[src/rtl/rni_arlink_mc.sv]
// ---------------------------------------------------------------------------
// rni_arlink_mc
//   Multi-channel AXI AR front end. Each channel buffers AR beats in a small
//   FIFO; an arbiter (round-robin or fixed priority) picks one burst at a time
//   and a two-state FSM splits it into 64-byte line requests.
//
// Parameters
//   NUM_CH      number of AR slave channels (1..8)
//   FIFO_DEPTH  per-channel AR buffer entries (power of 2, >=2)
//   ARB_MODE    0 = round-robin, 1 = fixed priority (ch0 highest)
//   ADDR_WIDTH  AR address width
//   ID_WIDTH    ARID width
//   CHW         channel index width
//
// Ports
//   clk_i, rst_i                 clock, async active-high reset
//   ARVALID/ARREADY[NUM_CH]      per-channel AR handshake
//   ARADDR/ARID/ARLEN/ARSIZE/ARBURST  flattened per-channel AR fields
//   req_valid_o/req_ready_i      line request handshake
//   req_addr_o/req_id_o/req_ch_o line address, ARID, source channel
//   req_first_o/req_last_o       first / last line of the current burst
// ---------------------------------------------------------------------------

// Per-channel AR buffer: plain circular FIFO, no bypass.
module rni_arlink_mc_fifo #(
   parameter int DEPTH = 2,
   parameter int W     = 8
) (
   input  logic         clk_i,
   input  logic         rst_i,
   input  logic         push_i,
   input  logic         pop_i,
   input  logic [W-1:0] din_i,
   output logic [W-1:0] dout_o,
   output logic         full_o,
   output logic         empty_o
);
   localparam int PW = (DEPTH > 1) ? $clog2(DEPTH) : 1;

   logic [PW-1:0] r_wp;
   logic [PW-1:0] r_rp;
   logic [PW:0]   r_cnt;
   logic [W-1:0]  r_mem [DEPTH];

   assign full_o  = (r_cnt == (PW+1)'(DEPTH));
   assign empty_o = (r_cnt == '0);
   assign dout_o  = r_mem[r_rp];

   always_ff @(posedge clk_i or posedge rst_i) begin
      if (rst_i) begin
         r_wp  <= '0;
         r_rp  <= '0;
         r_cnt <= '0;
      end else begin
         if (push_i) r_wp <= r_wp + PW'(1);
         if (pop_i)  r_rp <= r_rp + PW'(1);
         case ({push_i, pop_i})
            2'b10:   r_cnt <= r_cnt + (PW+1)'(1);
            2'b01:   r_cnt <= r_cnt - (PW+1)'(1);
            default: r_cnt <= r_cnt;
         endcase
      end
   end

   // storage needs no reset: occupancy is tracked by the pointers
   always_ff @(posedge clk_i) begin
      if (push_i) r_mem[r_wp] <= din_i;
   end
endmodule

module rni_arlink_mc #(
   parameter int NUM_CH     = 2,
   parameter int FIFO_DEPTH = 2,
   parameter int ARB_MODE   = 0,
   parameter int ADDR_WIDTH = 44,
   parameter int ID_WIDTH   = 11,
   parameter int CHW        = (NUM_CH > 1) ? $clog2(NUM_CH) : 1
) (
   input  logic                         clk_i,
   input  logic                         rst_i,
   input  logic [NUM_CH-1:0]            ARVALID,
   output logic [NUM_CH-1:0]            ARREADY,
   input  logic [NUM_CH*ADDR_WIDTH-1:0] ARADDR,
   input  logic [NUM_CH*ID_WIDTH-1:0]   ARID,
   input  logic [NUM_CH*8-1:0]          ARLEN,
   input  logic [NUM_CH*3-1:0]          ARSIZE,
   input  logic [NUM_CH*2-1:0]          ARBURST,
   output logic                         req_valid_o,
   input  logic                         req_ready_i,
   output logic [ADDR_WIDTH-1:0]        req_addr_o,
   output logic [ID_WIDTH-1:0]          req_id_o,
   output logic [CHW-1:0]               req_ch_o,
   output logic                         req_first_o,
   output logic                         req_last_o
);
   // entry layout: {burst, size, len, id, addr}
   localparam int EW = ADDR_WIDTH + ID_WIDTH + 13;

   localparam logic [0:0] S_IDLE = 1'b0;
   localparam logic [0:0] S_SEG  = 1'b1;

   localparam logic [1:0] M_FIXED = 2'd0;
   localparam logic [1:0] M_INCR  = 2'd1;
   localparam logic [1:0] M_WRAP  = 2'd2;

   localparam logic [ADDR_WIDTH-1:0] LINE  = ADDR_WIDTH'(64);
   localparam logic [ADDR_WIDTH-1:0] LMASK = ~ADDR_WIDTH'(63);

   logic [NUM_CH-1:0]         w_full;
   logic [NUM_CH-1:0]         w_empty;
   logic [NUM_CH-1:0]         w_push;
   logic [NUM_CH-1:0]         w_pop;
   logic [NUM_CH-1:0][EW-1:0] w_head;

   logic [0:0]            r_state;
   logic [CHW-1:0]        r_rr;
   logic [CHW-1:0]        r_ch;
   logic [ADDR_WIDTH-1:0] r_addr;
   logic [ADDR_WIDTH-1:0] r_wmask;
   logic [ID_WIDTH-1:0]   r_id;
   logic [1:0]            r_mode;
   logic [9:0]            r_cnt;
   logic                  r_first;
   logic                  r_last;

   logic w_acc;
   logic w_last_acc;

   assign w_acc      = (r_state == S_SEG) & req_ready_i;
   assign w_last_acc = w_acc & r_last;

   // ---------------- per-channel buffers ----------------
   genvar c;
   generate
      for (c = 0; c < NUM_CH; c++) begin : g_ch
         logic [EW-1:0] w_din;
         assign w_din = {ARBURST[c*2 +: 2], ARSIZE[c*3 +: 3], ARLEN[c*8 +: 8],
                         ARID[c*ID_WIDTH +: ID_WIDTH],
                         ARADDR[c*ADDR_WIDTH +: ADDR_WIDTH]};
         assign ARREADY[c] = ~w_full[c];
         assign w_push[c]  = ARVALID[c] & ~w_full[c];
         // the head stays buffered for the whole burst; it leaves with its last line
         assign w_pop[c]   = w_last_acc & (r_ch == CHW'(c));

         rni_arlink_mc_fifo #(.DEPTH(FIFO_DEPTH), .W(EW)) u_fifo (
            .clk_i   (clk_i),
            .rst_i   (rst_i),
            .push_i  (w_push[c]),
            .pop_i   (w_pop[c]),
            .din_i   (w_din),
            .dout_o  (w_head[c]),
            .full_o  (w_full[c]),
            .empty_o (w_empty[c])
         );
      end
   endgenerate

   // ---------------- arbiter ----------------
   logic           w_any;
   logic [CHW-1:0] w_grant;

   assign w_any = |(~w_empty);

   always_comb begin
      int  idx;
      logic found;
      idx     = 0;
      found   = 1'b0;
      w_grant = '0;
      for (int i = 0; i < NUM_CH; i++) begin
         idx = (ARB_MODE == 1) ? i : int'(r_rr) + i;
         if (idx >= NUM_CH) idx = idx - NUM_CH;
         if (!found && !w_empty[idx]) begin
            found   = 1'b1;
            w_grant = CHW'(idx);
         end
      end
   end

   // ---------------- burst decode of the granted head ----------------
   logic [EW-1:0]         w_sel;
   logic [ADDR_WIDTH-1:0] w_h_addr;
   logic [ID_WIDTH-1:0]   w_h_id;
   logic [7:0]            w_h_len;
   logic [2:0]            w_h_size;
   logic [1:0]            w_h_burst;
   logic [16:0]           w_bytes;
   logic [16:0]           w_span;
   logic                  w_wrap_ok;
   logic [1:0]            w_mode;
   logic [10:0]           w_nseg;
   logic [9:0]            w_cnt_ld;
   logic [ADDR_WIDTH-1:0] w_wmask;

   assign w_sel     = w_head[w_grant];
   assign w_h_addr  = w_sel[ADDR_WIDTH-1:0];
   assign w_h_id    = w_sel[ADDR_WIDTH +: ID_WIDTH];
   assign w_h_len   = w_sel[ADDR_WIDTH+ID_WIDTH +: 8];
   assign w_h_size  = w_sel[ADDR_WIDTH+ID_WIDTH+8 +: 3];
   assign w_h_burst = w_sel[ADDR_WIDTH+ID_WIDTH+11 +: 2];

   // max burst is 256 beats of 128 bytes = 2^15 bytes
   assign w_bytes   = (17'(w_h_len) + 17'd1) << w_h_size;
   // last byte offset relative to the first line
   assign w_span    = 17'(w_h_addr[5:0]) + w_bytes - 17'd1;
   assign w_wmask   = ADDR_WIDTH'(w_bytes - 17'd1);
   // WRAP is only legal for 2/4/8/16 beats; anything else degrades to INCR
   assign w_wrap_ok = (w_h_burst == 2'b10) &&
                      ((w_h_len == 8'd1) || (w_h_len == 8'd3) ||
                       (w_h_len == 8'd7) || (w_h_len == 8'd15));

   always_comb begin
      w_mode = M_INCR;
      w_nseg = 11'(w_span >> 6) + 11'd1;
      if (w_h_burst == 2'b00) begin
         w_mode = M_FIXED;
         w_nseg = 11'(w_h_len) + 11'd1;
      end else if (w_wrap_ok) begin
         w_mode = M_WRAP;
         // a container that fits in one line is a single request at ARADDR
         w_nseg = (w_bytes <= 17'd64) ? 11'd1 : 11'(w_bytes >> 6);
      end
   end

   assign w_cnt_ld = 10'(w_nseg - 11'd1);

   // ---------------- next line address ----------------
   logic [ADDR_WIDTH-1:0] w_next_addr;

   always_comb begin
      case (r_mode)
         M_FIXED: w_next_addr = r_addr;
         // stay inside the container, wrapping its line offset
         M_WRAP:  w_next_addr = (r_addr & ~r_wmask) |
                                ((r_addr + LINE) & r_wmask & LMASK);
         default: w_next_addr = (r_addr & LMASK) + LINE;
      endcase
   end

   // ---------------- FSM ----------------
   always_ff @(posedge clk_i or posedge rst_i) begin
      if (rst_i) begin
         r_state <= S_IDLE;
         r_rr    <= '0;
         r_ch    <= '0;
         r_addr  <= '0;
         r_wmask <= '0;
         r_id    <= '0;
         r_mode  <= M_INCR;
         r_cnt   <= '0;
         r_first <= 1'b0;
         r_last  <= 1'b0;
      end else begin
         case (r_state)
            S_IDLE: begin
               if (w_any) begin
                  r_state <= S_SEG;
                  r_ch    <= w_grant;
                  r_addr  <= w_h_addr;
                  r_id    <= w_h_id;
                  r_mode  <= w_mode;
                  r_wmask <= w_wmask;
                  r_cnt   <= w_cnt_ld;
                  r_first <= 1'b1;
                  r_last  <= (w_cnt_ld == 10'd0);
               end
            end
            default: begin
               if (w_acc) begin
                  if (r_last) begin
                     r_state <= S_IDLE;
                     r_first <= 1'b0;
                     r_last  <= 1'b0;
                     r_rr    <= (r_ch == CHW'(NUM_CH - 1)) ? '0 : r_ch + CHW'(1);
                  end else begin
                     r_cnt   <= r_cnt - 10'd1;
                     r_addr  <= w_next_addr;
                     r_first <= 1'b0;
                     r_last  <= (r_cnt == 10'd1);
                  end
               end
            end
         endcase
      end
   end

   assign req_valid_o = (r_state == S_SEG);
   assign req_addr_o  = r_addr;
   assign req_id_o    = r_id;
   assign req_ch_o    = r_ch;
   assign req_first_o = r_first;
   assign req_last_o  = r_last;
endmodule

[config.mk]
export PLATFORM = sky130hd
export DESIGN_NAME = rni_arlink_mc
export DESIGN_NICKNAME = d
export VERILOG_FILES = /design/src/rtl/rni_arlink_mc.sv
export SDC_FILE = /design/constraint.sdc
export NUM_CORES = 1
export LEC_CHECK = 0
export BUFFER_PORTS_ARGS = -buffer_cell sky130_fd_sc_hd__clkbuf_2
export CAP_MARGIN = 10
export CORE_ASPECT_RATIO = 0.7
export CORE_UTILIZATION = 59
export CTS_CLUSTER_SIZE = 16
export DETAILED_ROUTE_END_ITERATION = 8
export PLACE_DENSITY = 0.8
export SLEW_MARGIN = 20
export SYNTH_ARGS = -nofsm -noshare
export SYNTH_HDL_FRONTEND = slang
export SYNTH_SLANG_ARGS = --single-unit
export TNS_END_PERCENT = 20
[constraint.sdc]
create_clock -name clk_i -period 11.03 [get_ports clk_i]
set_input_delay 1.6545 -clock clk_i [delete_from_list [all_inputs] [get_ports clk_i]]
set_output_delay 1.6545 -clock clk_i [all_outputs]
set_load 0.005 [all_outputs]
# --- Word level (Yosys, flattened, before mapping) ---
# Memory sizes are Yosys's and may differ from the RTL's.
# Index checks and enable logic that the tools add are counted.
# W data, S select, Z words.
totals:
  reg_bits: 124
  ram_bits: 272
  output_inout_bits: 61
  n_memories: 2
classes:
  add_sub_neg: 22
  order_cmp: 6
  n_eq_ne: 16
  shift: 1
  mux: 44
  bitwise: 15
  reduce_logical: 20
mem_list:
  columns: ["memory", "depth", "width", "read_ports", "rd_clocked_by_memory_dff", "write_ports", "line_no", "text"]
  rows:
  - ["g_ch[0].u_fifo.r_mem", 2, 68, 1, 0, 1, "43", "logic [W-1:0] r_mem [DEPTH];"]
  - ["g_ch[1].u_fifo.r_mem", 2, 68, 1, 0, 1, "43", null]
ops:
  columns: ["operator", "n"]
  rows:
  - ["$mux W44", 4]
  - ["$mux W68", 2]
  - ["$add A44 B7 Y44 const B", 2]
  - ["$and A44 B44 Y44", 2]
  - ["$pmux W44 S2", 1]
  - ["$mux W10", 7]
  - ["$lt A32 B3 Y1 const B", 2]
  - ["$mux W32", 2]
  - ["$not A44 Y44", 1]
  - ["$or A44 B44 Y44", 1]
  - ["$mux W1", 24]
  - ["$sub A10 B1 Y10 const B", 2]
  - ["$add A8 B1 Y9 const B", 2]
  - ["$sub A17 B1 Y18 const B", 1]
  - ["$le A17 B7 Y1 const B", 1]
  - ["$shl A9 B3 Y17", 1]
  - ["$add A6 B16 Y16", 1]
  - ["$sub A16 B1 Y16 const B", 1]
  - ["$eq A2 B2 Y1 const B", 6]
  - ["$add A10 B1 Y10 const B", 1]
  - ["$eq A10 B1 Y1 const B", 1]
  - ["$logic_not A10 Y1", 1]
  - ["$eq A8 B1 Y1 const B", 1]
  - ["$eq A8 B2 Y1 const B", 1]
  - ["other kinds (28)", 56]

# --- Logic depth before layout (Yosys ltp) ---
depth:
  depth_word: 22
  ltp_mapped: 37
  ltp_nobuf: 30

# --- Cells and area by module ---
# From an unflattened synthesis, not the netlist that was laid out.
unflattened:
  cells_unflattened: 1574
  area_unflattened_um2: 18646.6
by_module_without_submodules:
  columns: ["module", "instances", "cells_per_inst", "area_per_inst_um2", "seq_area_each_um2"]
  rows:
  - ["rni_arlink_mc_fifo", 2, 229, 5137.4, 4184.0]
  - ["rni_arlink_mc", 1, 1116, 8371.8, 2253.4]

# --- Least setup slack after synthesis ---
# OpenSTA, ideal clock, no wires.
synth_path:
  path_type: "reg2reg"
  start: "register g_ch[1].u_fifo.r_rp"
  end: "register r_last, in the netlist req_last_o"
  setup_ns: 0.129
  arrival_time_ns: 8.040
  t_required_ns: 10.901
  setup_slack_ns: 2.861
  stages_incl_launch_ff: 35
  synth_period_minus_slack_ns: 8.169
  path_cell_list: "dfrtp_1 -> buf_4 -> buf_4 -> buf_2 -> clkbuf_1 -> clkbuf_1 -> clkbuf_1 -> mux2i_1 -> o21a_1 -> inv_1 -> ha_1 -> clkbuf_1 -> inv_1 -> a211oi_1 -> o211ai_1 -> xor2_1 -> mux2i_1 -> o211a_1 -> inv_1 -> ha_1 -> clkbuf_1 -> a21o_1 -> or2_2 -> o32a_1 -> o31ai_1 -> xnor2_1 -> or3b_1 -> buf_2 -> o41ai_2 -> o311ai_1 -> or4_4 -> a21oi_4 -> mux2_1 -> nor3_1 -> o41a_1"
synth_via:
  elab_chain_cells: 14
  word_cells_on_any_way: 27
  cone_classes: "add/sub (6); order compare (1); eq/ne (5); shift (1); mux (7); reduce/logical (6); memory (1)"
synth_rtl:
  columns: ["element", "line_no", "text"]
  rows:
  - ["start: declaration", "41", "logic [PW-1:0] r_rp;"]
  - ["start signal: assignment", "56", "if (pop_i) r_rp <= r_rp + PW'(1);"]
  - ["$mem_v2 Z2 W68 (*)", null, null]
  - ["$mux W68 (not written as such) (*) (2 in a row)", "195", "assign w_sel = w_head[w_grant];"]
  - ["$add A8 B1 Y9, or another cell as far along", "203, 217", null]
  - ["$shl A9 B3 Y17 / $logic_or A1 B1 Y1 (equally long branches)", "203, 209", null]
  - ["$add A6 B16 Y16 / $logic_or A1 B1 Y1 (equally long branches)", "205, 209", null]
  - ["$sub A16 B1 Y16 / $logic_or A1 B1 Y1 (equally long branches)", "205, 210", null]
  - ["$add A10 B1 Y10 / $logic_and A1 B1 Y1 (equally long branches)", "214, 208", null]
  - ["$mux W10", "218", "end else if (w_wrap_ok) begin"]
  - ["$mux W10 (*)", "215", "if (w_h_burst == 2'b00) begin"]
  - ["$sub A10 B1 Y10 (*)", "225", "assign w_cnt_ld = 10'(w_nseg - 11'd1);"]
  - ["$logic_not A10 Y1 (*)", "265", "r_last <= (w_cnt_ld == 10'd0);"]
  - ["$mux W1 (*)", "256", "if (w_any) begin"]
  - ["$mux W1 (*)", "254", "case (r_state)"]
  - ["end signal: assignment", "265", null]
  - ["end signal: assignment", "279", "r_last <= (r_cnt == 10'd1);"]
  - ["end: declaration", "124", "logic r_last;"]
# Mark *: on every way between the ends. The rest lies on a longest branch, timed or not. The select of a mux whose other input is x is not followed.
# A chain may end at the register's enable or synchronous reset.

# --- Worst setup path in the final report ---
layout_path:
  start: "register g_ch[0].u_fifo.r_cnt[0]"
  end: "register r_last, in the netlist req_last_o"
layout_via:
  elab_chain_cells: 20
  word_cells_on_any_way: 41
  cone_classes: "add/sub (6); order compare (1); eq/ne (5); shift (1); mux (15); bitwise (1); reduce/logical (12)"
layout_rtl:
  columns: ["element", "line_no", "text"]
  rows:
  - ["start: declaration", "42", "logic [PW:0] r_cnt;"]
  - ["start signal: assignment", "58", "2'b10: r_cnt <= r_cnt + (PW+1)'(1);"]
  - ["start signal: assignment", "59", "2'b01: r_cnt <= r_cnt - (PW+1)'(1);"]
  - ["start signal: assignment", "60", "default: r_cnt <= r_cnt;"]
  - ["$logic_not A2 Y1 (*)", "46", "assign empty_o = (r_cnt == '0);"]
  - ["$mux W1 (not written as such) (3 in a row)", "173", "if (!found && !w_empty[idx]) begin"]
  - ["$logic_not A1 Y1", "173", null]
  - ["$logic_and A1 B1 Y1", "173", null]
  - ["$mux W1", "173", null]
  - ["$mux W68 (not written as such) (2 in a row)", "195", null]
  - ["$add A8 B1 Y9, or another cell as far along", "203, 217", null]
  - ["$shl A9 B3 Y17 / $logic_or A1 B1 Y1 (equally long branches)", "203, 209", null]
  - ["$add A6 B16 Y16 / $logic_or A1 B1 Y1 (equally long branches)", "205, 209", null]
  - ["$sub A16 B1 Y16 / $logic_or A1 B1 Y1 (equally long branches)", "205, 210", null]
  - ["$add A10 B1 Y10 / $logic_and A1 B1 Y1 (equally long branches)", "214, 208", null]
  - ["$mux W10", "218", null]
  - ["$mux W10", "215", null]
  - ["$sub A10 B1 Y10", "225", null]
  - ["$logic_not A10 Y1", "265", null]
  - ["$mux W1", "256", null]
  - ["$mux W1", "254", null]
# Marked as above.

==> impl_metrics.py <==
metrics = {
    "status": {
        "outcome": "finished clean",
    },
    "route": {
        "vias": 14400,
        "via_per_inst": 6.40,
        "ant_nets": 0,
        "wire_per_inst_um": 23.1,
        "routed_wl_mm": 52.2,
        "dr.pass1.iters": 6,
        "drt_iter0_drc": 1633,
        "drc": 0,
    },
    "floorplanning": {
        "pin_count": 202,
        "die_h_um": 151,
        "dieArea_um2": 32400,
        "coreArea_um2": 31100,
        "initial_utilization": 0.601,
        "die_x_um": 215,
        "rows": 54,
    },
    "logic_synthesis": {
        "synth-edff-count": 272,
        "ys_seq_elements": 370,
        "synth_nets": 1808,
        "ys_warn_count": 0,
        "syn_inst": 1629,
        "synth_cell_type_count": 96,
        "syn_area_per_cell_um2": 11.5,
        "synthArstFlopShare": 0.265,
        "ys.flop_type": "edfxtp_1",
        "netlist_area_um2": 18700,
        "seq_area_frac_synth": 0.568,
    },
    "final_layout": {
        "seq_area_um2": 10600,
        "layout_common_cells": "edfxtp_1, clkbuf_2, o21ai_0",
        "area_growth_pct": 14.0,
        "drive_gt1_frac": 0.196,
        "final_nets": 1985,
        "layout_commonest_cell": "edfxtp_1",
        "multi_input_area_um2": 7650,
        "num-fill-cells": 2283,
    },
    "clock_network": {
        "clock_path_buffers": 3,
        "clock_sinks": 370,
        "clkTransAtPathRegs_ns": 0.07,
        "cts_buffers": 36,
        "cts_resized": 0,
        "postCtsHoldBufs": 0,
        "root_buffer": "clkbuf_16",
        "cts_tree": "yes",
        "post_cts_buffers": 0,
        "clock_latency_ns": 0.54,
        "h-tree-depth": 2,
    },
    "worst_setup_path": {
        "cp_max_fo": 59,
        "crit_start": "g_ch[0].u_fifo.r_cnt[0]",
        "cpPeakStageDelay_ns": 0.77,
        "cp_common_cell": "ha_1",
        "start_kind": "register",
        "crit_required_ns": 11.50,
        "arrival_ns": 9.08,
        "cp-end-kind": "register",
        "path_buf_inv": 2,
        "r2r_setup_slack_ns": 2.42,
        "crit_path_top_delay_cell": "a221oi_1",
        "critical_path.top_delay_family": "compound AO/OA/AOI/OAI gates",
        "criticalPathCategory": "register to register",
        "r2r_start": "g_ch[0].u_fifo.r_cnt[0]",
    },
    "timing": {
        "slew_violations": 0,
        "period_needed_ns": 8.61,
        "hold_viol": 0,
        "slew_headroom": 0.257,
        "tns_ns": 0,
        "period_share": 0.781,
        "setup_violations": 0,
        "fmax_mhz": 116,
        "whs_ns": 0.484,
        "fin_skew_ns": 0.0155,
        "worst_pin_slew_ns": 1.11,
        "rsz0062_at_grt": "false",
    },
    "grt": {
        "grt_use_total": 0.322,
        "grt_pass1_wl_mm": 79.1,
        "grt_antenna_before_repair": 2,
        "grt_pass1_vias": 13600,
        "grt.overflow.total": 0,
        "grt_max_degree": 82,
    },
    "place": {
        "portBuffers": 201,
        "place_congestion": 0.963,
        "dp_hpwl_mm": 36.8,
    },
    "min_path": {
        "hold_start": "req_id_o[5]",
        "min_path_type": "register to register",
    },
    "run": {
        "cap_violations": 0,
    },
}
==> state kept, by name, indices dropped and copies added (netlist names), named ones only <==
| name | count |
|---|---|
| req_addr_o | 7 |
| req_first_o | 1 |
| req_id_o | 11 |
| req_valid_o | 1 |
| r_wmask | 18 |
| r_mode | 2 |
| g_ch.u_fifo.r_wp | 2 |
| g_ch.u_fifo.r_mem | 272 |
| r_rr | 1 |
| r_cnt | 10 |
| g_ch.u_fifo.r_cnt | 4 |
| req_last_o | 1 |
| req_ch_o | 1 |
| g_ch.u_fifo.r_rp | 2 |
==> layout make-up <==
cell class                 instances  share of cell area
clock buffer                      52              0.0494
timing repair buffer             220              0.0539
tap                              420              0.0247
multi-input combinational       1139               0.359
sequential                       370               0.499
clock inverter                    13             0.00722
antenna                            2            0.000235
inverter                          39             0.00698
==> cells by family after synthesis <==
logic type	Yosys count	synth area share
simple gates	485	0.128
compound gates	436	0.158
flops	370	0.568
mux	128	0.0712
buf+inv	120	0.0257
xor+xnor	52	0.0243
fa+ha+maj	38	0.0254
==> tightest hold or removal path: stages, from the launching register on <==
cell and delay (ns):
dfrtp_1 0.34, nand2_1 0.05, o21ai_0 0.06
==> Yosys cell counts (7+ instances only) <==
cell,number,share of area
ha_1,38,0.025
nor2_1,133,0.027
nand4_1,20,0.0067
edfxtp_1,272,0.44
nand3_1,37,0.0099
inv_1,39,0.0078
a211oi_1,54,0.022
mux2i_1,88,0.047
mux2_2,39,0.023
xnor2_1,34,0.016
a221oi_1,10,0.0047
nor3b_1,7,0.0028
a21oi_1,68,0.018
and3_1,23,0.0077
o22ai_1,9,0.0030
clkbuf_1,54,0.011
nor2b_1,37,0.012
buf_1,13,0.0026
o32a_1,8,0.0043
o21ai_0,138,0.037
xor2_1,18,0.0084
nor3_1,28,0.0075
dfrtp_1,97,0.13
buf_2,9,0.0024
nand2_1,133,0.027
a31oi_1,23,0.0077
o31ai_1,10,0.0040
nor4_1,7,0.0023
and2_1,8,0.0027
nand2b_1,10,0.0033
o211ai_1,10,0.0040
o21a_1,8,0.0032
a211o_1,7,0.0033
==> per-layer routing <==
metal / share of wire / track usage / up-vias
met5: 0.00025 / 0 / -
met4: 0.017 / 0.0696 / 2
met3: 0.10 / 0.0795 / 73
met2: 0.43 / 0.474 / 698
met1: 0.45 / 0.481 / 7105
li1: - / - / 6564
==> path summary, 6_finish.rpt <==
path	endpoint	cells after the start
worst max-delay path	req_last_o	25
worst min-delay path	req_id_o[5]	2
worst max register to register	req_last_o	25
worst min register to register	req_id_o[5]	2
max in group asynchronous	req_valid_o	3
min in group asynchronous	async pin	2
==> stage by stage <==
step	setup slack, ns	utilization	cell area [um2]	cells
global route	1.82	0.684	21300	2253
global placement	2.85	0.645	20100	2188
CTS	2.57	0.684	21300	2253
floorplan	2.86	-	18700	1629
detailed placement	2.58	0.645	20100	2188
finish	2.42	0.684	21300	2255
Power is not shown: default switching activity piles up to over one toggle a cycle in this logic, so the estimate is an artifact.
